$ cat config.mk
export PLATFORM = sky130hd
export DESIGN_NAME = movr_fsm
export DESIGN_NICKNAME = d
export VERILOG_FILES = /design/src/rtl/cpu_fsm_pkg.sv /design/src/rtl/reg_idx_decoder.sv /design/src/rtl/movr_fsm.sv
export SDC_FILE = /design/constraint.sdc
export NUM_CORES = 1
export LEC_CHECK = 0
export ABC_AREA = 1
export CAP_MARGIN = 20
export CORE_MARGIN = 4
export CORE_UTILIZATION = 44
export DETAILED_ROUTE_END_ITERATION = 12
export GPL_ROUTABILITY_DRIVEN = 1
export PLACE_DENSITY = 0.89
export SLEW_MARGIN = 25
export SYNTH_ARGS = -nofsm -noshare
export SYNTH_HDL_FRONTEND = slang
export SYNTH_SLANG_ARGS = --single-unit
$ cat constraint.sdc
create_clock -name clk -period 2.2 [get_ports clk]
set_input_delay 0.22 -clock clk [delete_from_list [all_inputs] [get_ports clk]]
set_output_delay 0.22 -clock clk [all_outputs]
set_load 0.01 [all_outputs]
$ cat src/rtl/cpu_fsm_pkg.sv
// Shared constants and state encoding for the instruction-sequencing FSMs.
package cpu_fsm_pkg;

  localparam int unsigned BUS_W     = 16;
  localparam int unsigned IDX_W_DEF = 6;
  localparam int unsigned NREGS     = 4;
  localparam int unsigned SEL_W     = $clog2(NREGS);

  typedef enum logic [1:0] {
    ST_IDLE  = 2'd0,
    ST_READ  = 2'd1,
    ST_DRIVE = 2'd2,
    ST_DONE  = 2'd3
  } state_t;

endpackage

$ cat src/rtl/reg_idx_decoder.sv
// Register index to one-hot enable decoder; flags indices beyond R0..R3.
module reg_idx_decoder
  import cpu_fsm_pkg::*;
#(
  parameter int unsigned IDX_W = IDX_W_DEF
) (
  input  logic [IDX_W-1:0] idx,
  input  logic             en,
  output logic [NREGS-1:0] onehot,
  output logic             bad
);

  assign bad    = |idx[IDX_W-1:SEL_W];
  assign onehot = (en && !bad) ? (NREGS'(1) << idx[SEL_W-1:0]) : '0;

endmodule

$ cat src/rtl/movr_fsm.sv
// MOV Ri, Rj sequencer: read Rj into temp, drive temp back with Ri's write
// enable, then pulse start_next_I. All outputs are registered.
module movr_fsm
  import cpu_fsm_pkg::*;
#(
  parameter int unsigned WIDTH = BUS_W,
  parameter int unsigned IDX_W = IDX_W_DEF
) (
  input  logic             clk,
  input  logic             reset,
  input  logic             start,
  input  logic [IDX_W-1:0] Ri,
  input  logic [IDX_W-1:0] Rj,
  input  logic [WIDTH-1:0] bus_in,
  output logic [WIDTH-1:0] out_to_bus,
  output logic             bus_drive,
  output logic             R0_read,
  output logic             R1_read,
  output logic             R2_read,
  output logic             R3_read,
  output logic             R0_write,
  output logic             R1_write,
  output logic             R2_write,
  output logic             R3_write,
  output logic             start_next_I,
  output logic             illegal,
  output logic             busy
);

  state_t             state_q, state_d;
  logic [IDX_W-1:0]   di_q, si_q, di_d, si_d;
  logic               ill_q, ill_d;
  logic [WIDTH-1:0]   temp_q, temp_d;
  logic               take;
  logic               rd_en, wr_en, rd_bad, wr_bad;
  logic [NREGS-1:0]   rd_oh, wr_oh;

  // Indices are captured only on the accepting IDLE edge.
  assign take = (state_q == ST_IDLE) && start;
  assign di_d = take ? Ri : di_q;
  assign si_d = take ? Rj : si_q;

  assign rd_en = (state_d == ST_READ);
  assign wr_en = (state_d == ST_DRIVE);

  reg_idx_decoder #(.IDX_W(IDX_W)) u_rd_dec (
    .idx    (si_d),
    .en     (rd_en),
    .onehot (rd_oh),
    .bad    (rd_bad)
  );

  reg_idx_decoder #(.IDX_W(IDX_W)) u_wr_dec (
    .idx    (di_d),
    .en     (wr_en),
    .onehot (wr_oh),
    .bad    (wr_bad)
  );

  // Next-state and datapath update.
  always_comb begin
    state_d = state_q;
    ill_d   = ill_q;
    temp_d  = temp_q;
    unique case (state_q)
      ST_IDLE: begin
        if (start) begin
          ill_d   = rd_bad | wr_bad;
          state_d = (rd_bad | wr_bad) ? ST_DONE : ST_READ;
        end
      end
      ST_READ: begin
        temp_d  = bus_in;
        state_d = ST_DRIVE;
      end
      ST_DRIVE: state_d = ST_DONE;
      ST_DONE: begin
        ill_d   = 1'b0;
        state_d = ST_IDLE;
      end
      default: state_d = ST_IDLE;
    endcase
  end

  // Outputs are registered from the next state so they align with it.
  always_ff @(posedge clk or negedge reset) begin
    if (!reset) begin
      state_q      <= ST_IDLE;
      di_q         <= '0;
      si_q         <= '0;
      ill_q        <= 1'b0;
      temp_q       <= '0;
      out_to_bus   <= '0;
      bus_drive    <= 1'b0;
      R0_read      <= 1'b0;
      R1_read      <= 1'b0;
      R2_read      <= 1'b0;
      R3_read      <= 1'b0;
      R0_write     <= 1'b0;
      R1_write     <= 1'b0;
      R2_write     <= 1'b0;
      R3_write     <= 1'b0;
      start_next_I <= 1'b0;
      illegal      <= 1'b0;
      busy         <= 1'b0;
    end else begin
      state_q      <= state_d;
      di_q         <= di_d;
      si_q         <= si_d;
      ill_q        <= ill_d;
      temp_q       <= temp_d;
      out_to_bus   <= (state_d == ST_DRIVE) ? temp_d : '0;
      bus_drive    <= (state_d == ST_DRIVE);
      R0_read      <= rd_oh[0];
      R1_read      <= rd_oh[1];
      R2_read      <= rd_oh[2];
      R3_read      <= rd_oh[3];
      R0_write     <= wr_oh[0];
      R1_write     <= wr_oh[1];
      R2_write     <= wr_oh[2];
      R3_write     <= wr_oh[3];
      start_next_I <= (state_d == ST_DONE);
      illegal      <= (state_d == ST_DONE) && ill_d;
      busy         <= (state_d != ST_IDLE);
    end
  end

endmodule

# After elaboration in Yosys (flattened, before gate mapping)
# Cells that the tools add are included.
word_totals:
  regBits: 59
  wordCells: 48
  in_bits: 31
classes:
  n_bitwise: 1
  shift: 2
  n_reduce_logical: 10
  mux: 11
  eq_ne: 6
ops:
  columns: ["op", "count"]
  rows:
  - ["16-bit 2-to-1 mux", 2]
  - ["6-bit 2-to-1 mux", 2]
  - ["2-bit == test (second input constant)", 4]
  - ["4-bit 2-to-1 mux", 2]
  - ["2-bit one-hot mux with 4 select lines", 1]
  - ["4-bit OR reduction", 2]
  - ["1-bit by 2-bit left shift with 4-bit output (first input constant)", 2]
  - ["2-bit by 1-bit == test with 1-bit output (second input constant)", 2]
  - ["1-bit logical AND", 4]
  - ["2-bit 2-to-1 mux", 2]
  - ["1-bit logical NOT", 2]
  - ["2-bit logical NOT", 1]
  - ["1-bit one-hot mux with 2 select lines", 1]
  - ["2-bit nonzero test", 1]
  - ["1-bit 2-to-1 mux", 1]
  - ["1-bit OR", 1]

# Depth between registers and ports, before layout
# Gate-level depths: netlist (run 1).
depth:
  word_depth: 11
  mapped_depth: 14
  ltp_nobuf: 12

# Modules after synthesis
# A second synthesis (run 1) with hierarchy kept.
hier_totals:
  cells_unflattened: 148
  hier_area_um2: 1674.1
by_module_without_submodules:
  columns: ["mod", "area_each_um2", "cells_per_inst", "instances"]
  rows:
  - ["movr_fsm", 1546.5, 120, 1]
  - ["reg_idx_decoder", 63.8, 14, 2]

# Worst setup path before layout (run 1)
# OpenSTA, ideal clock, no wires.
synth_timing:
  path_kind: "register to register"
  startpoint: "reg state_q[0]"
  endpoint: "reg illegal"
  path_stages_with_launch: 15
  setup_ps: 115
  path_slack_ps: 540
  synth_period_minus_slack_ps: 1660
  arrival_time_ps: 1545
  path_cell_list: "dfrtp_1 > inv_1 > ha_1 > buf_6 > nand2_4 > buf_8 > nand2_2 > nand2_2 > nand2_1 > nor2_2 > nand3_2 > nand2_2 > nand2_1 > nand2_1 > nor2_1"
synth_between:
  elab_chain_cells: 10
  word_cells_on_any_way: 17
  classes_between: "eq/ne: 4; mux: 7; bitwise: 1; reduce/logical: 5"
synth_lines:
  columns: ["element", "line_no", "source"]
  rows:
  - ["start: declaration", "movr_fsm.sv:30", "state_t state_q, state_d;"]
  - ["start signal: assignment", "movr_fsm.sv:107", "state_q <= state_d;"]
  - ["2-bit logical NOT", "movr_fsm.sv:39, movr_fsm.sv:65", null]
  - ["1-bit logical AND", "movr_fsm.sv:39", "assign take = (state_q == ST_IDLE) && start;"]
  - ["6-bit 2-to-1 mux, on equally long branches", "movr_fsm.sv:41, movr_fsm.sv:40", null]
  - ["4-bit OR reduction", "reg_idx_decoder.sv:13", "assign bad = |idx[IDX_W-1:SEL_W];"]
  - ["1-bit OR", "movr_fsm.sv:69", "state_d = (rd_bad | wr_bad) ? ST_DONE : ST_READ;"]
  - ["2-bit 2-to-1 mux", "movr_fsm.sv:69", null]
  - ["2-bit 2-to-1 mux", "movr_fsm.sv:67", "if (start) begin"]
  - ["2-bit one-hot mux with 4 select lines (*)", "movr_fsm.sv:65", "unique case (state_q)"]
  - ["via state_d[1]", "movr_fsm.sv:30", null]
  - ["2-bit == test (*)", "movr_fsm.sv:123", "illegal <= (state_d == ST_DONE) && ill_d;"]
  - ["1-bit logical AND (*)", "movr_fsm.sv:123", null]
  - ["end signal: assignment", "movr_fsm.sv:123", null]
  - ["end: declaration", "movr_fsm.sv:26", "output logic illegal,"]
# Mark *: on every way through the listed nets, which the timed path passes. The rest lies on a longest branch.

# Worst setup path after layout (run 1)
layout_timing:
  startpoint: "reg state_q[1]"
  endpoint: "reg illegal"
# The elaborated chain is that of the path after synthesis.

==> impl_results.rst, run 1 <==
.. list-table::
   :header-rows: 1

   * - Metric
     - Value
   * - CTS resizes
     - 0
   * - Number of antenna violations at the first check in global routing
     - 0
   * - Portion of the clock cycle consumed by the worst path in the final layout
     - 83.7%
   * - Element type at the critical path end
     - register
   * - Transition time at the pin with the least slew margin
     - ~510 ps
   * - Required time reported for the critical path endpoint
     - 2380 ps
   * - Antenna-violating nets left
     - 0
   * - Fmax achieved
     - 543 MHz
   * - Synthesized net count
     - ~220
   * - Global-route track usage on met1
     - roughly 16%
   * - Number of warnings issued by yosys
     - 0
   * - Post-synthesis instance total
     - roughly 190
   * - Global-route wire length before repair
     - between 5 and 6 mm
   * - Area fraction of the dominant cell type after synthesis
     - between 60% and 70%
   * - Clock tree buffer depth
     - 2
   * - Count of antenna diodes in the layout
     - 0
   * - First-pass iteration count of the detailed router
     - 5
   * - Power density normalized to cell area
     - about 1100 nW/um^2
   * - Global-route usage over all layers
     - between 10% and 20%
   * - Number of endpoints with negative hold slack in the final report
     - 0
   * - Worst Setup Start Kind
     - register
   * - Status
     - complete, no violations
   * - Layout cells sized above 1
     - between 7 and 8%
   * - Share of the yosys chip area belonging to registers
     - between 60% and 70%
   * - Clock period minus final worst setup slack
     - 1840 ps
   * - Worst hold-check slack
     - 447 ps
   * - Met3 routing resource usage after global routing
     - under 10%
   * - Number of max-cap violations
     - 0
   * - Unique cell type count in the Yosys netlist
     - 18
   * - Height of the die
     - roughly 70 um
   * - Clock latency of the later-clocked register in the worst-skew pair
     - 280 ps
   * - Die area
     - around 5000 sq um
   * - Port Buffers
     - 58
   * - Post-Route Setup TNS
     - 0 ps
   * - Count of unresolved DRC violations after routing
     - 0
   * - Starting density of the core
     - between 40% and 50%
   * - Num CTS Buffers
     - 5
   * - Syn Area/Cell
     - 9.24 sq um
   * - DRT Wirelength
     - around 3.3 mm
   * - Row Count
     - 22
   * - Largest incremental delay on the critical path
     - roughly 410 ps
   * - Htree depth
     - 2
   * - P_leak
     - between 0.001 and 0.0015 uW
   * - Starting DRC count in detailed routing
     - about 110
   * - Top fanout value on the critical path
     - 18
   * - Worst Clk Skew
     - between 2 and 3 ps
   * - Most common cell after layout, fill and taps aside
     - clkdlybuf4s50_1
   * - Number of global-route vias before repair
     - about 1,300
   * - Synthesis-to-finish area growth
     - 41.9%
   * - Relative max-transition margin
     - 66.0%
   * - Busiest grt layer
     - met2
   * - Number of vias after detailed routing
     - about 1,300
   * - GR Overflow Total
     - 0
   * - Routed WL per cell
     - between 10 and 15 um
   * - Number of storage elements in the synthesis netlist
     - 43
   * - Number of sinks driven by the clock tree
     - 43
   * - Top library cells by usage in the layout, fill and taps aside
     - 57 x clkdlybuf4s50_1, 53 x inv_1, 45 x nand2_1
   * - Worst hold path class
     - in2async
   * - Routability congestion estimate
     - 0.817
   * - Global routing usage on met2
     - 24.6%
   * - Count of pins over their slew limit
     - 0
   * - Clock Tree Root
     - clkbuf_8
   * - Post-synthesis cell area
     - around 1700 sq um
   * - Yosys top cell by area
     - dfrtp_1
   * - Hold-fix buffers at CTS
     - 0
   * - Final Net Count
     - ~290
   * - Total half-perimeter wirelength after legalization and detailed placement
     - 2.59 mm
   * - Vias per cell
     - roughly 4.3
   * - CTS tree
     - built
   * - Slowest cell on crit path
     - dfrtp_1
   * - CP most frequent cell
     - nand2_1
   * - Pin count of the biggest net entering global routing
     - 44
   * - Crit path cell chain
     - inv_1 -> ha_1 -> nand2_4 -> o21ai_0 -> nand2_1 -> nor2_2 -> nand3_2 -> nand2_2 -> nand2_1 -> nand2_1 -> nor2_1
   * - Signal arrival time at the worst endpoint
     - a little over 2000 ps
   * - Clock transition at path regs
     - roughly 70 ps
   * - Core footprint
     - 3740 sq um
   * - Chip width
     - around 70 um
   * - Setup repair after global routing missed its margin
     - no
   * - Most area-consuming cells after synthesis
     - dfrtp_1 62%, inv_1 11%, nand2_1 9.7%, ha_1 2.9%, nand3_1 2.0%
   * - Post-CTS setup buffers
     - 0
   * - Crit Path Category
     - reg2reg
   * - Worst VDD drop
     - slightly below 0.0006 V
   * - Setup violations, final
     - 0
   * - Total I/O pin count
     - a little under 60
[synth_stat cells]
cell type and instances:
inv_1 53, nand2_1 45, dfrtp_1 43, nor2_1 9, nand3_1 7, o21ai_0 7
nand2_2 5, nor3_1 5, ha_1 4, clkbuf_1 2, nand3_2 2, buf_4 1
buf_6 1, buf_8 1, nand2_4 1, nor2_2 1, nor3b_1 1, o21ai_1 1
[stage by stage]
step | worst slack (ps) | instance area [sq um] | total power [uW] | std cells | util (%)
floorplan | 540 | 1750 | 1750 | 189 | -
finish | 359 | 2480 | 2700 | 301 | 66.2
detailed placement | 364 | 2360 | 2140 | 293 | 63.1
global placement | 425 | 2360 | 2110 | 293 | 63.1
global route | 172 | 2480 | 2910 | 301 | 66.2
CTS | 351 | 2460 | 2720 | 300 | 65.8
[logic make-up (layout without fill, tap and decap cells)]
family | count (synthesis) | in the layout | share of synthesized area [%]
and+or+nand+nor | 76 | 76 | 19.4
buffers and inverters | 58 | 122 | 13.8
DFF | 43 | 43 | 61.6
AOI/OAI and AO/OA | 8 | 8 | 2.29
adders and majority gates | 4 | 4 | 2.87
[where the power goes]
part	leakage [uW]	switching, uW	internal (uW)	total [uW]
Clock	0.0000513	239	332	571
Sequential	0.000546	70.4	1010	1080
Combinational	0.000760	597	446	1040
[metal layers]
| layer | vias up | wire, um |
|---|---|---|
| met1 | 593 | 1350 |
| met2 | 46 | 1710 |
| met5 | - | 0 |
| met3 | 4 | 237 |
| met4 | 0 | 24 |
| li1 | 662 | - |
[final timing paths]
path,cells after the start,slack (ps),to,start
worst max-delay path,11,360,illegal,state_q[1]
worst min register to register,2,530,ill_q,ill_q
max in group asynchronous,2,1400,ill_q,reset
worst max register to register,11,360,illegal,state_q[1]
worst min-delay path,2,450,R0_read,reset
min in group clk,3,450,out_to_bus[1],bus_in[1]
[final cells by class]
cell class	instances	area [sq um]
flip-flops and latches	43	1080
clock buffers	6	72.6
repair buffers	62	611
clock inverters	1	30.0
multi-input cells	88	429
inverters	53	199
fillers	327	1270
well taps	48	60.1
[state kept, by name, indices dropped and copies added (netlist names)]
register	cells
R0_write	1
start_next_I	1
di_q	6
R1_write	1
R0_read	1
R1_read	1
state_q	2
R3_read	1
R2_write	1
bus_drive	1
out_to_bus	16
ill_q	1
R3_write	1
R2_read	1
busy	1
illegal	1
si_q	6
[critical path, delay by kind of cell (launching register included)]
| family | cells | cell delay, ps |
|---|---|---|
| flops | 1 | 410 |
| buf+inv | 1 | 110 |
| fa+ha+maj | 1 | 230 |
| simple gates | 8 | 750 |
| compound gates | 1 | 250 |
Power figures use the tool's default switching activity.
==> run 2, diff against run 1 <==
--- a/config.mk
+++ b/config.mk
@@ -8,10 +8,10 @@
 export ABC_AREA = 1
 export CAP_MARGIN = 20
 export CORE_MARGIN = 4
-export CORE_UTILIZATION = 44
+export CORE_UTILIZATION = 39
 export DETAILED_ROUTE_END_ITERATION = 12
 export GPL_ROUTABILITY_DRIVEN = 1
-export PLACE_DENSITY = 0.89
+export PLACE_DENSITY = 0.84
 export SLEW_MARGIN = 25
 export SYNTH_ARGS = -nofsm -noshare
 export SYNTH_HDL_FRONTEND = slang
==> constraint.sdc (replaced) <==
create_clock -name clk -period 1.5 [get_ports clk]
set_input_delay 0.15 -clock clk [delete_from_list [all_inputs] [get_ports clk]]
set_output_delay 0.15 -clock clk [all_outputs]
set_load 0.01 [all_outputs]
==> impl_results.rst, run 2 (same netlist as run 1, synthesis figures left out) <==
.. list-table::
   :header-rows: 1

   * - Metric
     - Value
   * - Global-route usage over all layers
     - 15.0% (+0.90 points)
   * - Count of unresolved DRC violations after routing
     - 0 (unchanged)
   * - Routability congestion estimate
     - 0.764 (-6.4%)
   * - Worst hold-check slack
     - 363 ps (-84.8 ps)
   * - Portion of the clock cycle consumed by the worst path in the final layout
     - 118% (+35 points)
   * - Worst hold path class
     - in2async
   * - Crit path buffers/inverters
     - 1 (unchanged)
   * - Pin count of the biggest net entering global routing
     - 24 (-45%)
   * - Clock period minus final worst setup slack
     - 1780 ps (-64.6 ps)
   * - Row Count
     - 24 (+9.1%)
   * - Reg2reg setup slack
     - -280 ps (-640 ps)
   * - Element type at the critical path end
     - register
   * - Count of antenna diodes in the layout
     - 0 (unchanged)
   * - Violations in the final reports
     - negative setup slack
   * - Number of max-cap violations
     - 0 (unchanged)
   * - Worst slack after detailed placement
     - -314 ps (-677 ps)
   * - Antenna-violating nets left
     - 0 (unchanged)
   * - Cell class contributing the biggest share of worst-path delay
     - simple AND/OR/NAND/NOR gates
   * - Chip width
     - 74.9 um (+5.5%)
   * - Relative max-transition margin
     - 67.2% (+1.1 points)
   * - Synthesis-to-finish area growth
     - 67.0%
   * - Worst Setup Start Kind
     - register
   * - DRT Wirelength
     - 4.55 mm (+37%)
   * - Crit. path cell count
     - 10 (-1)
   * - Starting density of the core
     - 40.1% (-6.5 points)
   * - Crit path cell chain
     - inv_2 -> ha_4 -> nand2_8 -> o21ai_4 -> nand2_2 -> nor2_4 -> nand3_2 -> nand2_4 -> nand3_4 -> nor2_2
   * - Total half-perimeter wirelength after legalization and detailed placement
     - 2.90 mm (+12%)
   * - Number of global-route vias before repair
     - 1,388 (+7.7%)
   * - Flip-flop count of the largest register after layout
     - 16 (unchanged)
   * - Register name with the most flops
     - out_to_bus
   * - Total I/O pin count
     - 59 (unchanged)
   * - Htree depth
     - 2 (unchanged)
   * - Core footprint
     - 4350 sq um (+16%)
   * - Setup repair after global routing missed its margin
     - yes
   * - Number of endpoints with negative hold slack in the final report
     - 0 (unchanged)
   * - Vias per cell
     - 4.47 (+3.1%)
   * - Final Net Count
     - 316 (+9.7%)
   * - Worst Clk Skew
     - 7.39 ps (+4.78 ps)
   * - Number of sinks driven by the clock tree
     - 43 (unchanged)
   * - Final worst slack
     - -277 ps (-635 ps)
   * - Status
     - finished with violations
   * - Height of the die
     - 74.9 um (+5.5%)
   * - Clock transition at path regs
     - 70 ps (about the same)
   * - End of the worst register-to-register path
     - R1_read
   * - Required time reported for the critical path endpoint
     - 1720 ps (-660 ps)
   * - Clock latency of the later-clocked register in the worst-skew pair
     - 290 ps (about the same)
   * - Largest incremental delay on the critical path
     - 400 ps (about the same)
   * - Most common cell after layout, fill and taps aside
     - clkdlybuf4s50_1
   * - Die area
     - 5610 sq um (+11%)
   * - Transition time at the pin with the least slew margin
     - 492 ps (-16.9 ps)
   * - Global-route wire length before repair
     - 6.22 mm (+12%)
   * - First-pass iteration count of the detailed router
     - 4 (-1)
   * - Slowest cell on crit path
     - dfrtp_1
   * - Top library cells by usage in the layout, fill and taps aside
     - 57 x clkdlybuf4s50_1, 49 x inv_1, 43 x dfrtp_1
   * - GR Overflow Total
     - 0 (unchanged)
   * - Clock tree buffer depth
     - 2 (unchanged)
   * - Count of pins over their slew limit
     - 0 (unchanged)
   * - Startpoint of the most critical register-to-register path
     - state_q[1]
   * - Num CTS Buffers
     - 5 (unchanged)
   * - Number of vias after detailed routing
     - 1,488 (+14%)
   * - P_leak
     - 0.00156 uW (+15%)
   * - Starting DRC count in detailed routing
     - 91 (-13%)
   * - Routed WL per cell
     - 13.7 um (+24%)
   * - Reg2reg path depth
     - 10 (-1)
   * - Layout cells sized above 1
     - 29.5% (+22 points)
   * - Top Registers
     - out_to_bus (16), di_q (6), si_q (6)
   * - Setup violations, final
     - 14 (+14)
   * - Fmax achieved
     - 563 MHz (+3.6%)
   * - Port Buffers
     - 58 (unchanged)
   * - Clock Tree Root
     - clkbuf_8
   * - Crit Path Category
     - reg2reg
   * - Power density normalized to cell area
     - 1710 nW/um^2 (+57%)
   * - Worst VDD drop
     - 0.000699 V (+18%)
   * - Signal arrival time at the worst endpoint
     - 2000 ps (-20 ps)
   * - Top fanout value on the critical path
     - 8 (-10)
   * - Number of antenna violations at the first check in global routing
     - 0 (unchanged)
   * - CTS tree
     - built
   * - Total power
     - 4990 uW (+85%)
## run 2: layer usage
layer,share of wire [%],GRT usage [%]
met5,0,0
met4,3.9,7.71
met3,6.7,3.20
met2,54,27.0
met1,35,16.4
## run 2: cell type report
class / count / area [sq um]
clock buffers: 6 / 82.6
inverters: 53 / 199
clock inverters: 1 / 5.00
flip-flops and latches: 43 / 1080
fillers: 305 / 1440
repair buffers: 89 / 838
multi-input cells: 89 / 648
well taps: 52 / 65.1
## run 2: repair_timing
item | in CTS | in global routing
gates resized for setup | 23 | 31
buffers inserted | 5 | 4
endpoints found under the setup margin | 13 | 16
pin swaps | 10 | 12
cloned | 0 | 1
hold endpoints to repair | 21 | 0
hold buffers | 1 | 0
## run 2: power breakdown
group	total (uW)	leakage [uW]	internal (uW)	switching (uW)
clock network	708	0.0000470	361	347
logic	2680	0.000963	1260	1420
registers	1600	0.000546	1490	113
## run 2: stage by stage
step                      instance area (sq um)  std cells  utilization [%]  TNS [ps]
after detailed placement                   2550        317             58.7     -3460
after CTS                                  2780        330             63.7     -1340
final                                      2910        333             66.9     -3070
after global routing                       2910        333             66.9     -4220
after global placement                     2550        317             58.7     -2130
after floorplan                            1770        189                -      -400
## run 2: worst register-to-register path, stage by stage, from the launching register on
cell,delay (ps)
dfrtp_1,400
inv_2,90
ha_4,240
nand2_8,100
o21ai_4,160
nand2_2,100
nor2_4,150
nand3_2,120
nand2_4,130
nand3_4,110
nor2_2,110
## run 2: worst max-delay path by stage
stage | from | to | slack (ps)
global placement | start | illegal | -220
global route | state_q[1] | illegal | -380
floorplan | state_q[1] | illegal | -90
finish | state_q[1] | R1_read | -280
CTS | state_q[0] | R2_read | -170
detailed placement | start | R0_read | -310
